[config.mk]
export PLATFORM = sky130hd
export DESIGN_NAME = banner_writer_flat
export DESIGN_NICKNAME = d
export VERILOG_FILES = /design/src/rtl/banner_pkg.sv /design/src/rtl/banner_writer_if.sv /design/src/rtl/banner_pixel_counter.sv /design/src/rtl/banner_writer.sv /design/src/flat_wrapper.sv
export SDC_FILE = /design/constraint.sdc
export NUM_CORES = 1
export LEC_CHECK = 0
export BUFFER_PORTS_ARGS = -buffer_cell sky130_fd_sc_hd__clkbuf_2
export CAP_MARGIN = 20
export CELL_PAD_IN_SITES_DETAIL_PLACEMENT = 0
export CELL_PAD_IN_SITES_GLOBAL_PLACEMENT = 2
export CORE_MARGIN = 4
export CORE_UTILIZATION = 30
export CTS_CLUSTER_SIZE = 20
export DETAILED_ROUTE_END_ITERATION = 16
export PLACE_DENSITY = 0.77
export SLEW_MARGIN = 20
export SYNTH_ARGS = -nofsm -noshare
export SYNTH_HDL_FRONTEND = slang
export SYNTH_SLANG_ARGS = --single-unit
[constraint.sdc]
create_clock -name vga_clk -period 4.9 [get_ports vga_clk]
set_input_delay 0.98 -clock vga_clk [delete_from_list [all_inputs] [get_ports vga_clk]]
set_output_delay 0.98 -clock vga_clk [all_outputs]
set_load 0.01 [all_outputs]
[src/rtl/banner_pkg.sv]
// Shared types and geometry for the banner overlay writer and draw-side address generation.
package banner_pkg;

  localparam int unsigned DEFAULT_BANNER_W = 80;
  localparam int unsigned DEFAULT_BANNER_H = 45;
  localparam int unsigned BANNER_PIXELS    = DEFAULT_BANNER_W * DEFAULT_BANNER_H;
  localparam int unsigned ADDR_W           = 12;

  typedef enum logic {
    OP_CLEAR = 1'b0,
    OP_LOAD  = 1'b1
  } op_t;

  typedef enum logic [1:0] {
    ST_IDLE,
    ST_CLEAR,
    ST_LOAD,
    ST_FINISH
  } state_t;

endpackage

[src/rtl/banner_writer_if.sv]
// Command, image ROM, overlay RAM write and visibility signals of the banner writer.
interface banner_writer_if
  import banner_pkg::*;
#(
  parameter int unsigned SEL_W = 2
);

  logic                    cmd_valid;
  logic                    cmd_ready;
  op_t                     cmd_op;
  logic [SEL_W-1:0]        cmd_sel;
  logic                    frame_start;
  logic [SEL_W+ADDR_W-1:0] src_addr;
  logic [1:0]              src_data;
  logic                    wr_en;
  logic [ADDR_W-1:0]       wr_addr;
  logic [1:0]              wr_data;
  logic                    done;
  logic                    banner_visible;

  modport slave (
    input  cmd_valid, cmd_op, cmd_sel, frame_start, src_data,
    output cmd_ready, src_addr, wr_en, wr_addr, wr_data, done, banner_visible
  );

  modport master (
    output cmd_valid, cmd_op, cmd_sel, frame_start, src_data,
    input  cmd_ready, src_addr, wr_en, wr_addr, wr_data, done, banner_visible
  );

endinterface

[src/rtl/banner_pixel_counter.sv]
// 12-bit pixel index counter: load-to-zero, enable, saturates at the last banner pixel.
module banner_pixel_counter
  import banner_pkg::*;
#(
  parameter int unsigned PIXELS = BANNER_PIXELS
) (
  input  logic              clk,
  input  logic              reset,
  input  logic              clear,
  input  logic              en,
  output logic [ADDR_W-1:0] count,
  output logic              last_c
);

  assign last_c = (count == ADDR_W'(PIXELS - 1));

  always_ff @(posedge clk) begin
    if (reset || clear) begin
      count <= '0;
    end else if (en && !last_c) begin
      count <= count + ADDR_W'(1);
    end
  end

endmodule

[src/rtl/banner_writer.sv]
// Copies a stored banner image into the overlay RAM (or clears it) and gates
// banner visibility to frame boundaries.
module banner_writer
  import banner_pkg::*;
#(
  parameter int unsigned BANNER_W = DEFAULT_BANNER_W,
  parameter int unsigned BANNER_H = DEFAULT_BANNER_H,
  parameter int unsigned SEL_W    = 2
) (
  input  logic            vga_clk,
  input  logic            reset,
  banner_writer_if.slave  bus
);

  localparam int unsigned PIXELS = BANNER_W * BANNER_H;

  state_t            state_q, state_d;
  op_t               op_q;
  logic [SEL_W-1:0]  sel_q;
  logic              tail_q, tail_d;
  logic [ADDR_W-1:0] k;
  logic              k_last_c;
  logic              k_clr, k_en;
  logic              accept_c;

  logic              wr_en_q, wr_en_d;
  logic [ADDR_W-1:0] wr_addr_q, wr_addr_d;
  logic [1:0]        wr_data_q, wr_data_d;
  logic              done_q, done_d;
  logic              show_pending_q;
  logic              visible_q;

  banner_pixel_counter #(
    .PIXELS (PIXELS)
  ) u_counter (
    .clk    (vga_clk),
    .reset  (reset),
    .clear  (k_clr),
    .en     (k_en),
    .count  (k),
    .last_c (k_last_c)
  );

  assign accept_c = bus.cmd_valid && (state_q == ST_IDLE);

  // Next state plus the next values of the registered write port; LOAD writes
  // trail the ROM address by one cycle, so the write uses the current k.
  always_comb begin
    state_d   = state_q;
    tail_d    = tail_q;
    k_clr     = 1'b0;
    k_en      = 1'b0;
    wr_en_d   = 1'b0;
    wr_addr_d = wr_addr_q;
    wr_data_d = wr_data_q;
    done_d    = 1'b0;
    case (state_q)
      ST_IDLE: begin
        if (accept_c) begin
          k_clr  = 1'b1;
          tail_d = 1'b0;
          if (bus.cmd_op == OP_CLEAR) begin
            state_d   = ST_CLEAR;
            wr_en_d   = 1'b1;
            wr_addr_d = '0;
            wr_data_d = 2'b00;
          end else begin
            state_d = ST_LOAD;
          end
        end
      end
      ST_CLEAR: begin
        if (k_last_c) begin
          state_d = ST_FINISH;
          done_d  = 1'b1;
        end else begin
          k_en      = 1'b1;
          wr_en_d   = 1'b1;
          wr_addr_d = k + ADDR_W'(1);
          wr_data_d = 2'b00;
        end
      end
      ST_LOAD: begin
        if (tail_q) begin
          state_d = ST_FINISH;
          done_d  = 1'b1;
          tail_d  = 1'b0;
        end else begin
          wr_en_d   = 1'b1;
          wr_addr_d = k;
          wr_data_d = bus.src_data;
          if (k_last_c) begin
            tail_d = 1'b1;
          end else begin
            k_en = 1'b1;
          end
        end
      end
      ST_FINISH: begin
        state_d = ST_IDLE;
      end
      default: begin
        state_d = ST_IDLE;
      end
    endcase
  end

  always_ff @(posedge vga_clk) begin
    if (reset) begin
      state_q   <= ST_IDLE;
      op_q      <= OP_CLEAR;
      sel_q     <= '0;
      tail_q    <= 1'b0;
      wr_en_q   <= 1'b0;
      wr_addr_q <= '0;
      wr_data_q <= 2'b00;
      done_q    <= 1'b0;
    end else begin
      state_q   <= state_d;
      tail_q    <= tail_d;
      wr_en_q   <= wr_en_d;
      wr_addr_q <= wr_addr_d;
      wr_data_q <= wr_data_d;
      done_q    <= done_d;
      if (accept_c) begin
        op_q  <= bus.cmd_op;
        sel_q <= bus.cmd_sel;
      end
    end
  end

  // show_pending arms at the end of a finished LOAD, so a frame_start during
  // the FINISH cycle cannot expose the banner early.
  always_ff @(posedge vga_clk) begin
    if (reset) begin
      show_pending_q <= 1'b0;
      visible_q      <= 1'b0;
    end else if (accept_c) begin
      show_pending_q <= 1'b0;
      visible_q      <= 1'b0;
    end else if (state_q == ST_FINISH && op_q == OP_LOAD) begin
      show_pending_q <= 1'b1;
    end else if (bus.frame_start && show_pending_q) begin
      show_pending_q <= 1'b0;
      visible_q      <= 1'b1;
    end
  end

  assign bus.cmd_ready      = (state_q == ST_IDLE);
  assign bus.src_addr       = {sel_q, k};
  assign bus.wr_en          = wr_en_q;
  assign bus.wr_addr        = wr_addr_q;
  assign bus.wr_data        = wr_data_q;
  assign bus.done           = done_q;
  assign bus.banner_visible = visible_q;

endmodule

[src/flat_wrapper.sv]
// flat-port wrapper written by rule: the top's interface ports become plain ports
module banner_writer_flat import banner_pkg::*;
#(
  parameter int unsigned BANNER_W = DEFAULT_BANNER_W,
  parameter int unsigned BANNER_H = DEFAULT_BANNER_H,
  parameter int unsigned SEL_W    = 2
)
  (vga_clk, reset, bus_cmd_valid, bus_cmd_op, bus_cmd_sel, bus_frame_start, bus_src_data, bus_cmd_ready, bus_src_addr, bus_wr_en, bus_wr_addr, bus_wr_data, bus_done, bus_banner_visible);
  banner_writer_if #(.SEL_W(SEL_W)) bus_i ();
  input  logic vga_clk;
  input  logic reset;
  input wire logic [$bits(bus_i.cmd_valid)-1:0] bus_cmd_valid;
  input wire logic [$bits(bus_i.cmd_op)-1:0] bus_cmd_op;
  input wire logic [$bits(bus_i.cmd_sel)-1:0] bus_cmd_sel;
  input wire logic [$bits(bus_i.frame_start)-1:0] bus_frame_start;
  input wire logic [$bits(bus_i.src_data)-1:0] bus_src_data;
  output wire logic [$bits(bus_i.cmd_ready)-1:0] bus_cmd_ready;
  output wire logic [$bits(bus_i.src_addr)-1:0] bus_src_addr;
  output wire logic [$bits(bus_i.wr_en)-1:0] bus_wr_en;
  output wire logic [$bits(bus_i.wr_addr)-1:0] bus_wr_addr;
  output wire logic [$bits(bus_i.wr_data)-1:0] bus_wr_data;
  output wire logic [$bits(bus_i.done)-1:0] bus_done;
  output wire logic [$bits(bus_i.banner_visible)-1:0] bus_banner_visible;
  assign bus_i.cmd_valid = bus_cmd_valid;
  assign bus_i.cmd_op = bus_cmd_op;
  assign bus_i.cmd_sel = bus_cmd_sel;
  assign bus_i.frame_start = bus_frame_start;
  assign bus_i.src_data = bus_src_data;
  assign bus_cmd_ready = bus_i.cmd_ready;
  assign bus_src_addr = bus_i.src_addr;
  assign bus_wr_en = bus_i.wr_en;
  assign bus_wr_addr = bus_i.wr_addr;
  assign bus_wr_data = bus_i.wr_data;
  assign bus_done = bus_i.done;
  assign bus_banner_visible = bus_i.banner_visible;
  banner_writer #(.BANNER_W(BANNER_W), .BANNER_H(BANNER_H), .SEL_W(SEL_W)) u_core (.vga_clk(vga_clk), .reset(reset), .bus(bus_i));
endmodule
Word level (Yosys, flattened, before mapping):

Cells that the tools add are included.

* bits in registers: 36
* bits in latches: 0
* RAM bits: 0
* bits in read-only memories: 0
* input port bits: 9
* output and inout bits: 32
* logic and storage cells: 70
* memories: 0

* $add $sub $neg: 1
* multipliers: 0
* divide/modulo/power cells: 0
* magnitude comparators: 0
* equal/unequal tests: 10
* shift-type cells: 0
* mux-type cells: 32
* bitwise operators: 1
* reduce and logical (&&, ||, !) cells: 15

Operator list (number)
* two-way mux 12 bit: 4
* case mux 12 bit (3 select lines): 1
* two-way mux 2 bit: 8
* two-way mux 1 bit: 13
* adder 12 x 1 -> 12 bit (second input constant): 1
* == test 12 bit (second input constant): 1
* inequality test 2 bit (second input constant): 4
* case mux 2 bit (4 select lines): 1
* case mux 1 bit (2 select lines): 3
* case mux 2 bit (3 select lines): 1
* AND reduction 5 bit: 1
* == test 2 bit (second input constant): 2
* logical AND 1 bit: 4
* inequality test 2 x 1 -> 1 bit (second input constant): 2
* AND reduction 2 bit: 2
* nonzero test 2 bit: 2
* case mux 1 bit (3 select lines): 1
* AND reduction 3 bit: 1
* nonzero test 3 bit: 1
* == test 2 x 1 -> 1 bit (second input constant): 1
* logical NOT 2 bit: 1
* OR reduction 2 bit: 1
* logical NOT 1 bit: 1
* logical OR 1 bit: 1
* NOT 1 bit: 1

Depth between registers and ports, before layout:

* depth in word-level cells: 5
* mapped depth: 8
* gate-level depth less buffers: 6

Cells and area by module:

Synthesis repeated with hierarchy kept, for this count alone.

* cells, all modules: 235
* area, all modules: 2013.2 µm²

By module, submodules not included
* banner_writer: instances 1, cells an instance 157, area each 1341.3 µm², seq. area each 480.5 µm²
* banner_pixel_counter: instances 1, cells an instance 78, area each 671.9 µm², seq. area each 240.2 µm²

Worst setup path after synthesis:

OpenSTA, ideal clock, no wires.

* path type: in2reg
* start: input bus_cmd_op
* end: register u_core.wr_addr_q[5], in the netlist u_core.bus.wr_addr[5]
* setup time: 0.088 ns
* arrival time: 2.190 ns
* required time: 4.812 ns
* slack: 2.622 ns
* stages: 5
* buffers on the path: 1
* path through: nand2b_1 -> a221o_1 -> or3_4 -> buf_6 -> o32ai_2

* longest elaborated chain between the ends: 2

RTL lines
* start, declared: line flat_wrapper.sv:13 `input wire logic [$bits(bus_i.cmd_op)-1:0] bus_cmd_op;`
* inequality test 2 bit (no source line)
* AND reduction 5 bit (no source line)
* end signal, assigned: line banner_writer.sv:122 `wr_addr_q <= wr_addr_d;`
* end, declared: line banner_writer.sv:27 `logic [ADDR_W-1:0] wr_addr_q, wr_addr_d;`

Every way passes these cells.
A chain may end at the register's enable or synchronous reset.

Worst setup path in the final report:

* start: register u_core.state_q[0]
* end: register u_core.u_counter.count[4]

* longest elaborated chain between the ends: 5
* elaborated cells between the ends (all ways): 9
* classes of those cells: eq/ne (2); mux (3); reduce/logical (4)

RTL lines
* start, declared: line banner_writer.sv:17 `state_t state_q, state_d;`
* start signal, assigned: line banner_writer.sv:119 `state_q <= state_d;`
* logical NOT 2 bit: line banner_writer.sv:44, banner_writer.sv:57
* logical AND 1 bit: line banner_writer.sv:44 `assign accept_c = bus.cmd_valid && (state_q == ST_IDLE);`
* two-way mux 1 bit: line banner_writer.sv:59 `if (accept_c) begin`
* two-way mux 1 bit: line banner_writer.sv:57 `case (state_q)`
* logical OR 1 bit: line banner_pixel_counter.sv:18 `if (reset || clear) begin`
* end signal, assigned: line banner_pixel_counter.sv:21 `count <= count + ADDR_W'(1);`
* end, declared: line banner_pixel_counter.sv:11 `output logic [ADDR_W-1:0] count,`

Several ways; a longest one is shown, not always the timed one.

==> results by group <==
Run status
  • Status: complete, no violations

Routing
  • DR vias: 1917
  • Final wirelength: 5790 um
  • Top sig layer: met4
  • DR pass1 iterations: 5
  • Met3 WL post-DR: 311 um
  • Metal2 WL: 2410 um
  • Post-route ant nets: 0
  • Post-route DRC: 0
  • Vias per cell: 5.24
  • M1 WL: 2990 um
  • Drt wl/cell: 15.8 um
  • Initial drt markers: 258

Clocking
  • H-tree depth: 2
  • Num CTS Buffers: 5
  • Root Buffer: clkbuf_8
  • Maximum clock path buffer count: 2
  • # clock sinks: 36
  • CTS tree: yes
  • Cts repair resizes: 0
  • Hold-fix buffers, CTS: 0
  • Post-CTS Setup Bufs: 0
  • Reg clk slew, reported paths: 0.07 ns
  • Worst-skew pair later-pin latency: 0.29 ns

Synthesis
  • Leading area contributor after synthesis: dfxtp_1
  • Top cell type's share of synthesized area: 34.0%
  • Netlist cell types: 52
  • Seq/Total Area, Yosys: 34.0%
  • Asr flop ratio synth: 0%
  • Synth top area cells: dfxtp_1 34%, a21oi_1 6.6%, buf_6 5.3%
  • Post-Syn Nets: 257
  • Synth Flop Type: dfxtp_1
  • Commonest cells post-synth: 36 x dfxtp_1, 28 x a21oi_1, 14 x nand2_1, 14 x o21ai_0, 11 x inv_1
  • Mapped Area: 2120 um2
  • Count leader, synth: dfxtp_1
  • Mean post-synth cell area: 8.79 um2
  • Ys Warns: 0
  • Synthesized instance count: 241
  • Yosys reg bits: 36
  • Post-synth EDFFs: 0

Worst setup path
  • Worst setup SP type: flop
  • R2R Setup Slk: 2.40 ns
  • Length in cells of the worst reg-to-reg path: 7
  • Worst Path Arrival: 2.71 ns
  • Cell breakdown of the critical path: inv_1 > ha_1 > nor2b_2 > o21ai_0 > buf_4 > or4_1 > a21oi_1
  • Maximum fanout along the worst path: 22
  • Buf/Inv on CP: 2
  • Critical path's slowest cell: ha_1
  • Setup CP Type: reg -> reg
  • Crit. path cell count: 7
  • CP Capture Type: flop
  • Cell family with most CP delay: simple AND/OR/NAND/NOR gates
  • CP peak stage delay: 0.60 ns
  • Required time of the worst setup path: 5.12 ns

Final layout
  • Cell area after layout: 2380 um2
  • Antenna diodes: 0
  • Fin nets: 285
  • Layout cells sized above 1: 21.5%
  • Synth-to-Final Area Change: 12.2%

Timing
  • RSZ-0062 raised after global routing: no
  • Fin. Hold Viols: 0
  • Final Skew: 0.00703 ns
  • Final worst-path cycle share: 50.9%
  • Setup violations, final: 0
  • Achievable frequency: 401 MHz
  • Worst hold slack: 0.457 ns
  • Slew @ Worst Pin: 0.758 ns
  • Final worst slack: 2.40 ns
  • Min Tclk post-route: 2.50 ns
  • Max-slew headroom: 49.4%
  • Max-slew violations: 0
  • Setup TNS: 0 ns

Hold path
  • Hold path cells: 2
  • Hold Path Class: reg -> reg

Power and ir drop
  • VDD IR max: 110 uV
  • Seq pwr share: 39.5%
  • Total chip power: 0.000832 W
  • Net Sw Power: 0.000312 W
  • Switching part of the total power: 37.6%
  • Cell Int Power: 0.000519 W
  • Gate power share: 34.1%
  • Clock power frac: 26.4%
  • Total power density per cell area: 350 nW/um2
  • Leakage: 0.820 nW

Global route
  • Pin count of the biggest net entering global routing: 25
  • First-pass GRT wire length: 9500 um
  • Vias in the first global route: 1730
  • Initial antenna violation count: 0
  • Overflow after GRT: 0
  • GR Util All Layers: 13.9%

Place
  • Worst slack at placement: 2.41 ns
  • Placement Cell Area: 2290 um2
  • Placer Congestion: 0.815
  • I/O Buffers: 40
  • DP HPWL: 4040 um

Job
  • Max-cap violation count: 0

Die
  • Core box area: 6830 um2
  • Initial Util: 31.0%
  • Die area: 8470 um2
  • Num ports: 41
  • Std cell rows: 30
  • Die X: 92.0 um
  • Chip Height: 92.0 um
-- metal layers --
layer / GRT usage [%] / vias to the layer above
li1: - / 967
met1: 20.5 / 893
met4: 4.58 / 0
met5: 0 / -
met3: 3.12 / 7
met2: 19.8 / 50
-- per-stage QoR --
step | util (%) | cells
6_report | 34.8 | 366
5_1_grt | 34.8 | 366
4_1_cts | 34.8 | 366
3_5_place_dp | 33.5 | 358
2_1_floorplan | - | 241
3_3_place_gp | 33.5 | 358
-- placed cells by master (no fill, tap or decap), types with 2 or more instances in the layout --
cell type / synthesis / layout
nand2b_1: 10 / 10
nand4b_1: 2 / 2
or4_1: 5 / 5
o21a_1: 3 / 3
nor2_1: 5 / 5
a31oi_1: 5 / 5
o32ai_1: 6 / 6
and2_1: 2 / 2
ha_1: 7 / 7
o41ai_1: 3 / 3
o32ai_2: 3 / 3
o31a_1: 2 / 2
a211oi_1: 2 / 2
and4_2: 2 / 2
or2b_1: 2 / 2
xnor2_1: 2 / 2
or3_1: 7 / 7
and4_1: 2 / 2
a22oi_1: 2 / 2
clkbuf_1: 6 / 2
o31ai_1: 5 / 5
a21oi_1: 28 / 28
nand2_1: 14 / 14
inv_1: 11 / 11
o21ai_0: 14 / 14
clkbuf_2: 0 / 40
nand3_1: 8 / 8
nand4_1: 9 / 9
clkbuf_8: 0 / 6
o311ai_0: 2 / 2
mux2i_1: 3 / 3
dfxtp_1: 36 / 36
-- final cells by class --
cell class,instances,area [um2]
Fill cell,766,4460
Multi-Input combinational cell,174,1200
Sequential cell,36,721
Timing Repair Buffer,41,208
Tap cell,96,120
Clock buffer,8,90.1
Inverter,11,41.3
-- logic make-up (layout without fill, tap and decap cells) --
family,after synthesis,after routing,share of synthesized area (%)
DFF,36,36,34.0
adders and majority gates,7,7,4.13
AOI/OAI and AO/OA,82,82,26.2
xor gates and xnor gates,2,2,0.827
buffers and inverters,31,60,9.51
muxes,3,3,1.42
and+or+nand+nor,80,80,23.9
-- power by group through the flow --
stage / clock (W) / sequential, W / combinational [W]
after floorplan: 0 / 0.000335 / 0.000235
final: 0.000219 / 0.000329 / 0.000283
after detailed placement: 0 / 0.000335 / 0.000286
after global placement: 0 / 0.000334 / 0.000285
after global routing: 0.000238 / 0.000331 / 0.000317
after CTS: 0.000230 / 0.000329 / 0.000286
-- sequential cells by signal (all words and copies together), names as in the netlist --
name,cells
u_core.op_q,1
u_core.tail_q,1
u_core.bus.done,1
u_core.state_q,2
u_core.bus.wr_data,2
u_core.bus.wr_addr,12
u_core.bus.wr_en,1
u_core.show_pending_q,1
u_core.sel_q,2
u_core.bus.banner_visible,1
u_core.u_counter.count,12
-- final timing paths --
check                                       start                         to
worst min register to register    u_core.sel_q[0]            u_core.sel_q[0]
worst max register to register  u_core.state_q[0]  u_core.u_counter.count[4]
worst max-delay path            u_core.state_q[0]  u_core.u_counter.count[4]
worst min-delay path              u_core.sel_q[0]            u_core.sel_q[0]
-- worst min-delay path, stage by stage (launching register included) --
cell and delay (ns):
dfxtp_1 0.31, nand2_1 0.05, a21oi_1 0.05
Note: power is estimated with default switching activity, not from simulation.
